<file path="config.mk">
export PLATFORM = sky130hd
export DESIGN_NAME = sync_fifo_ram
export DESIGN_NICKNAME = d
export VERILOG_FILES = /design/src/rtl/sync_fifo_ram.sv
export SDC_FILE = /design/constraint.sdc
export NUM_CORES = 1
export LEC_CHECK = 0
export CELL_PAD_IN_SITES_DETAIL_PLACEMENT = 1
export CELL_PAD_IN_SITES_GLOBAL_PLACEMENT = 2
export CORE_ASPECT_RATIO = 0.75
export CORE_MARGIN = 3
export CORE_UTILIZATION = 41
export DETAILED_ROUTE_END_ITERATION = 12
export GPL_ROUTABILITY_DRIVEN = 1
export MAX_ROUTING_LAYER = met4
export PLACE_DENSITY_LB_ADDON = 0.1
export SLEW_MARGIN = 20
export SYNTH_ARGS = -nofsm -noshare
export SYNTH_HDL_FRONTEND = slang
export SYNTH_SLANG_ARGS = --single-unit
</file>
<file path="constraint.sdc">
create_clock -name clock -period 4.3 [get_ports clock]
set_clock_uncertainty 0.05 [all_clocks]
set_input_delay 0.645 -clock clock [delete_from_list [all_inputs] [get_ports clock]]
set_output_delay 0.645 -clock clock [all_outputs]
set_load 0.005 [all_outputs]
</file>
<file path="src/rtl/sync_fifo_ram.sv">
// Single-clock show-ahead FIFO on an inferred RAM with 2-cycle read latency.
// A 3-entry prefetch queue hides the RAM latency and sustains one word per cycle.
module sync_fifo_ram #(
    parameter int    DATA_WIDTH        = 8,
    parameter int    ADDR_WIDTH        = 4,
    parameter int    ALMOST_FULL_LEVEL = (1 << ADDR_WIDTH) - 2,
    parameter string RAM_TYPE          = "auto"
) (
    input  logic                  clock,
    input  logic                  reset,
    input  logic                  clear,
    input  logic [DATA_WIDTH-1:0] in_data,
    input  logic                  in_valid,
    output logic                  in_ready,
    output logic [DATA_WIDTH-1:0] out_data,
    output logic                  out_valid,
    input  logic                  out_ready,
    output logic [ADDR_WIDTH:0]   count,
    output logic                  almost_full
);
    localparam int                DEPTH      = 1 << ADDR_WIDTH;
    localparam logic [ADDR_WIDTH:0] DEPTH_C    = (ADDR_WIDTH + 1)'(DEPTH);
    localparam logic [ADDR_WIDTH:0] AF_LEVEL_C = (ADDR_WIDTH + 1)'(ALMOST_FULL_LEVEL);
    localparam logic [ADDR_WIDTH:0] ONE_C      = (ADDR_WIDTH + 1)'(1);

    generate
        if (ADDR_WIDTH < 2 || ALMOST_FULL_LEVEL < 1 || ALMOST_FULL_LEVEL > DEPTH ||
            RAM_TYPE == "") begin : g_bad_params
            $error("sync_fifo_ram: invalid parameter set");
        end
    endgenerate

    (* ram_style = RAM_TYPE *)
    logic [DATA_WIDTH-1:0] mem [DEPTH];

    logic [ADDR_WIDTH-1:0] wr_ptr;
    logic [ADDR_WIDTH-1:0] rd_ptr;
    logic [ADDR_WIDTH-1:0] rd_addr;
    logic [ADDR_WIDTH:0]   ram_cnt;
    logic [ADDR_WIDTH:0]   ram_cnt_nxt;
    logic [ADDR_WIDTH:0]   count_nxt;
    logic                  rd_vld1;
    logic                  rd_vld2;
    logic [DATA_WIDTH-1:0] rd_data;
    logic [DATA_WIDTH-1:0] q_data     [3];
    logic [DATA_WIDTH-1:0] q_data_nxt [3];
    logic [2:0]            q_vld;
    logic [2:0]            q_vld_nxt;
    logic                  q_placed;
    logic [2:0]            reserved;
    logic                  push;
    logic                  pop;
    logic                  issue;

    assign push      = in_valid & in_ready;
    assign pop       = out_valid & out_ready;
    assign out_valid = q_vld[0];
    assign out_data  = q_data[0];

    // Queue slots already spoken for; a same-cycle pop frees one so streaming has no bubbles.
    assign reserved = 3'(q_vld[0]) + 3'(q_vld[1]) + 3'(q_vld[2]) +
                      3'(rd_vld1) + 3'(rd_vld2) - 3'(pop);
    assign issue    = (ram_cnt != '0) && (reserved < 3'd3);

    always_comb begin
        count_nxt = count;
        case ({push, pop})
            2'b10:   count_nxt = count + ONE_C;
            2'b01:   count_nxt = count - ONE_C;
            default: count_nxt = count;
        endcase
        ram_cnt_nxt = ram_cnt + (push ? ONE_C : '0) - (issue ? ONE_C : '0);
    end

    always_comb begin
        q_data_nxt = q_data;
        q_vld_nxt  = q_vld;
        q_placed   = 1'b0;
        if (pop) begin
            for (int i = 0; i < 2; i++) begin
                q_data_nxt[i] = q_data[i+1];
                q_vld_nxt[i]  = q_vld[i+1];
            end
            q_vld_nxt[2] = 1'b0;
        end
        if (rd_vld2) begin
            for (int i = 0; i < 3; i++) begin
                if (!q_placed && !q_vld_nxt[i]) begin
                    q_data_nxt[i] = rd_data;
                    q_vld_nxt[i]  = 1'b1;
                    q_placed      = 1'b1;
                end
            end
        end
    end

    always_ff @(posedge clock or posedge reset) begin
        if (reset) begin
            wr_ptr      <= '0;
            rd_ptr      <= '0;
            rd_addr     <= '0;
            ram_cnt     <= '0;
            count       <= '0;
            in_ready    <= 1'b1;
            almost_full <= 1'b0;
            rd_vld1     <= 1'b0;
            rd_vld2     <= 1'b0;
            q_vld       <= '0;
            q_data      <= '{default: '0};
        end else if (clear) begin
            // In-flight reads are dropped by clearing their valid bits.
            wr_ptr      <= '0;
            rd_ptr      <= '0;
            rd_addr     <= '0;
            ram_cnt     <= '0;
            count       <= '0;
            in_ready    <= 1'b1;
            almost_full <= 1'b0;
            rd_vld1     <= 1'b0;
            rd_vld2     <= 1'b0;
            q_vld       <= '0;
            q_data      <= '{default: '0};
        end else begin
            wr_ptr      <= wr_ptr + ADDR_WIDTH'(push);
            rd_ptr      <= rd_ptr + ADDR_WIDTH'(issue);
            if (issue) rd_addr <= rd_ptr;
            ram_cnt     <= ram_cnt_nxt;
            count       <= count_nxt;
            in_ready    <= (count_nxt != DEPTH_C);
            almost_full <= (count_nxt >= AF_LEVEL_C);
            rd_vld1     <= issue;
            rd_vld2     <= rd_vld1;
            q_vld       <= q_vld_nxt;
            q_data      <= q_data_nxt;
        end
    end

    always_ff @(posedge clock) begin
        if (push && !clear) mem[wr_ptr] <= in_data;
        rd_data <= mem[rd_addr];
    end

endmodule
</file>
==> results of run 1 <==
## what timing repair did
action,in CTS,in global routing
gates resized for setup,1,0
endpoints found under the setup margin,1,0
hold buffers,0,0
## cell families after synthesis
group                      Yosys count  share of synthesized area
muxes                               54                      0.144
AOI/OAI and AO/OA                   39                     0.0367
and+or+nand+nor                    131                     0.0760
adders and majority gates           20                     0.0359
buffers and inverters               49                     0.0314
DFF                                189                      0.665
xor gates and xnor gates            10                     0.0109
## power groups by stage
stage / Clock, W / Sequential, W / Combinational [W]
after floorplan: 0 / 0.00216 / 0.000725
after global placement: 0 / 0.00223 / 0.000886
after detailed placement: 0 / 0.00223 / 0.000909
after CTS: 0.00152 / 0.00219 / 0.000912
after global routing: 0.00161 / 0.00221 / 0.000990
final: 0.00148 / 0.00219 / 0.000894
## sequential cells by signal, summed over array words and instances, names as in the netlist, 3 cells and up
| signal | count |
|---|---|
| wr_ptr | 4 |
| q_vld | 3 |
| count | 5 |
| rd_addr | 4 |
| rd_ptr | 4 |
| q_data | 16 |
| rd_data | 8 |
| ram_cnt | 5 |
| mem | 128 |
| out_data | 8 |
## metrics by stage
step | std cells | total power [W]
after floorplan | 492 | 0.00288
after global placement | 758 | 0.00312
after detailed placement | 758 | 0.00314
after CTS | 790 | 0.00463
after global routing | 790 | 0.00481
final | 790 | 0.00456
## Yosys cell counts, drive strengths merged, types with 2 or more instances
library cell / n / area [um2]
a211o: 2 / 17.5
a21o: 2 / 15.0
a21oi: 6 / 30.0
a311oi: 16 / 140
buf: 18 / 135
clkbuf: 13 / 48.8
dfrtp: 52 / 1300
dfxtp: 8 / 160
edfxtp: 128 / 3840
fa: 5 / 100
ha: 15 / 188
inv: 17 / 63.8
mux2i: 13 / 130
mux4: 40 / 1010
nand2: 37 / 139
nand2b: 4 / 25.0
nand3: 5 / 25.0
nor2: 55 / 206
nor2b: 11 / 68.8
nor3: 7 / 40.0
nor3b: 3 / 22.5
nor4: 2 / 27.5
nor4b: 3 / 26.3
o21ai: 5 / 25.0
xnor2: 4 / 35.0
xor2: 6 / 52.6
## layout make-up
class	count	area, um2	area share
clock buffer	18	429	0.0466
clock inverter	14	118	0.0128
inverter	18	80.1	0.00870
multi-input combinational	254	2490	0.271
sequential	189	5330	0.580
tap	247	309	0.0336
timing repair buffer	50	442	0.0480
## critical path, delay by kind of cell (launching register included)
family | cells | cell delay [ns]
adders and majority gates | 7 | 2.21
and+or+nand+nor | 4 | 0.54
buffers and inverters | 4 | 0.44
DFF | 1 | 0.42
AOI/OAI and AO/OA | 2 | 0.28
## layout by cell type (no fill, tap or decap), types with 4 or more instances in the layout
cell type	instances
edfxtp_1	128
nor2_1	55
dfrtp_1	51
nand2_1	36
mux4_1	30
clkdlybuf4s50_1	26
buf_4	23
clkbuf_16	17
inv_1	16
a311oi_1	16
ha_1	14
mux2i_1	13
nor2b_1	10
mux4_2	10
dfxtp_1	8
xor2_1	6
a21oi_1	6
nor3_1	5
nand3_1	5
xnor2_1	4
nand2b_1	4
o21ai_0	4
## per-layer routing
| layer | global-route usage | part of all wire | up-vias |
|---|---|---|---|
| met5 | - | 0 | - |
| met4 | 0.0438 | 0.0070 | 0 |
| met3 | 0.0328 | 0.039 | 9 |
| met2 | 0.268 | 0.47 | 85 |
| met1 | 0.257 | 0.48 | 2312 |
| li1 | - | - | 1946 |
## how the worst max path moves through the flow
stage                                 endpoint  slack (ns)  cells after the start
final                     ram_cnt[4]$_DFF_PP0_        0.24                     17
after global routing      ram_cnt[4]$_DFF_PP0_        0.02                     17
after CTS                 ram_cnt[4]$_DFF_PP0_        0.19                     17
after detailed placement  ram_cnt[4]$_DFF_PP0_       -0.48                     19
after global placement    ram_cnt[4]$_DFF_PP0_       -0.37                     19
after floorplan           ram_cnt[4]$_DFF_PP0_       0.009                     19
==> results.md, run 1 <==
- Timing analysis after detailed placement gives a worst setup slack of -0.478 ns.
- The number of endpoints with negative hold slack in the final report is 0.
- For this run, the leading register cell type out of synthesis is edfxtp_1.
- The placer congestion estimate is 0.782.
- Counting flops with a built-in enable in the synthesized netlist gives 128.
- The clock transition at the registers of the reported paths is 0.07 ns.
- The remaining max-slew budget at the tightest pin is 0.298.
- After detailed routing, the number of remaining DRC violations is 0.
- In the final routed layout, each cell accounts on average for 21.9 um.
- For this configuration, the core starts out at a cell density of 0.426.
- The largest individual stage delay along the critical path comes from the cell fa_1.
- Across all setup checks in the final design, the least slack found is 0.242 ns.
- In this run the most critical hold path is launched from rd_vld1$_DFF_PP0_.
- Row generation in the floorplan step produced 43 rows.
- Counting every sink on the clock net gives 189.
- The flop and latch count out of synthesis is 189.
- Tracing the worst setup path back leads to its startpoint at rd_vld2$_DFF_PP0_.
- The CTS tree is done.
- The highest fanout seen on the critical path is 5.
- The accumulated negative setup slack is 0 ns.
- The tool flagged a number of max-cap violations equal to 0.
- The number of max-slew violations in the final report was 0.
- The total global routing track utilization is 0.178.
- Of all flip-flops after synthesis, the portion carrying an async set or reset was 0.280.
- The post-synthesis instance total is 492.
- Once the clock tree was built, the setup fixing pass inserted 0 buffers.
- For the pin with the worst max-slew slack, the measured transition is 1.05 ns.
- The first global-routing pass estimated 27600 um of wire.
- Counting instances, the worst hold path has a depth of 2.
- The switching fraction of total power is 0.269.
- Input and output buffers added on the ports amount to 28.
- Compared with the post-synthesis result, the final layout area differs by 14.8%.
- The run finished with clean final reports.
- The switching power is 0.00123 W.
- The hold slack is 0.458 ns.
- At the end of the flow, the number of nets in the layout was 563.
- The count of cell types in the netlist is 49.
- The static leakage is 3.32 nW.
- Using the TritonRoute via totals, the vias-per-cell ratio works out to 5.51.
- IR analysis of the VDD net gives a maximum drop of 0.220 mV.
- Data on the critical path arrives at its endpoint at 4.29 ns.
- For this run, the share of the core covered by cells in the final layout is 0.489.
- In this run the critical register-to-register path is launched from rd_vld2$_DFF_PP0_.
- The most repeated library cell on the critical path is inv_1.
- The via count of the first global-routing pass is 4667.
- Summing every instance area after synthesis gives 0.00802 mm2.
- The wire length after detailed routing is 17300 um.
- The width of the die is 167 um.
- Counting every net in the synthesized netlist gives 525.
- The path with the worst hold slack has its endpoint at rd_vld2$_DFF_PP0_.
- The number of cells traversed by the worst register-to-register path is 17.
- The type of the tightest min-delay check is flop to flop.
- Walking the worst path, the cells encountered are inv_1 > ha_4 > fa_1 > fa_2 > inv_1 > fa_1 > nor2b_4 > nor3_4 > ha_1 > inv_1 > ha_1 > inv_1 > fa_2 > nor2b_1 > o21bai_1 > a21oi_1 > nor3b_2.
- The first-iteration detailed-routing DRC count is 330.
- Of the synthesized area, sequential elements account for 0.665.
- The number of H-tree levels is 4.
- From bottom edge to top edge, the die measures 127 um.
- The worst register-to-register path ends at ram_cnt[4]$_DFF_PP0_.
- Setup violations remaining at the end of the flow were counted as 0.
- In this run the count of I/O pins placed on the die edge is 29.
- The count of TritonRoute iterations in the first routing pass is 4.
- The share of the clock period used by the worst path after layout is 0.944.
- Dividing total power by cell area gives a power density of 496 mW/mm2.
- The die covers 0.0213 mm2.
- Of the cells placed in the final design, the portion with a size suffix greater than 1 is 0.138.
- The design internal power is 0.00333 W.
- Entering global routing, the biggest net connects 55 pins.
- Setup repair after global routing left no endpoint under its margin.
- The detail route stage leaves a number of antenna-violating nets equal to 0.
- At the worst endpoint, the required time is 4.54 ns.
- The worst setup path is of the flop to flop kind.
- Of the total power, registers draw 0.480.
- The area of the core is 0.0188 mm2.
- The clock power share is 0.324.
- For this run, the slowest stage of the critical path takes 0.47 ns.
- The cell area after layout is 0.00920 mm2.
- The routed layout has 4352 vias.
- The number of antenna violations at the first check in global routing is 0.
- The number of clock buffers added by TritonCTS is 17.
- The Yosys step of the flow raised 0 warnings.
- The number of filler cells placed in the layout is 1834.
- The capturing element type of the critical path is a flop.
- The clock reaches the later pin of the worst-skew pair after 0.42 ns.
- The number of antenna diodes in the final layout is 0.
- The routed design could run at a clock period as short as 4.06 ns.
- The half-perimeter wire length after detailed placement is 11000 um.
- STA classifies the critical path startpoint as a flop.
- The average cell area after synthesis is 16.3 um2.
- Global routing finished with a remaining overflow of 0.
- The clock passes through at most 2 buffers.
- The relative contribution of combinational cells to total power is 0.196.
- After detailed placement, the total cell area comes to 0.00865 mm2.
- The worst register-to-register path has a setup slack of 0.24 ns.
- In this run the clock root is driven by a clkbuf_16.
- The fmax is 246 MHz.
Note: power is estimated with default switching activity, not from simulation.
==> run 2, diff against run 1 <==
--- a/config.mk
+++ b/config.mk
@@ -5,11 +5,13 @@
 export SDC_FILE = /design/constraint.sdc
 export NUM_CORES = 1
 export LEC_CHECK = 0
+export ABC_CLOCK_PERIOD_IN_PS = 4300
 export CELL_PAD_IN_SITES_DETAIL_PLACEMENT = 1
 export CELL_PAD_IN_SITES_GLOBAL_PLACEMENT = 2
 export CORE_ASPECT_RATIO = 0.75
 export CORE_MARGIN = 3
 export CORE_UTILIZATION = 41
+export CTS_CLUSTER_SIZE = 20
 export DETAILED_ROUTE_END_ITERATION = 12
 export GPL_ROUTABILITY_DRIVEN = 1
 export MAX_ROUTING_LAYER = met4
==> results of run 2 <==
No change in the layout: final DEF, timing and power equal those of run 1.
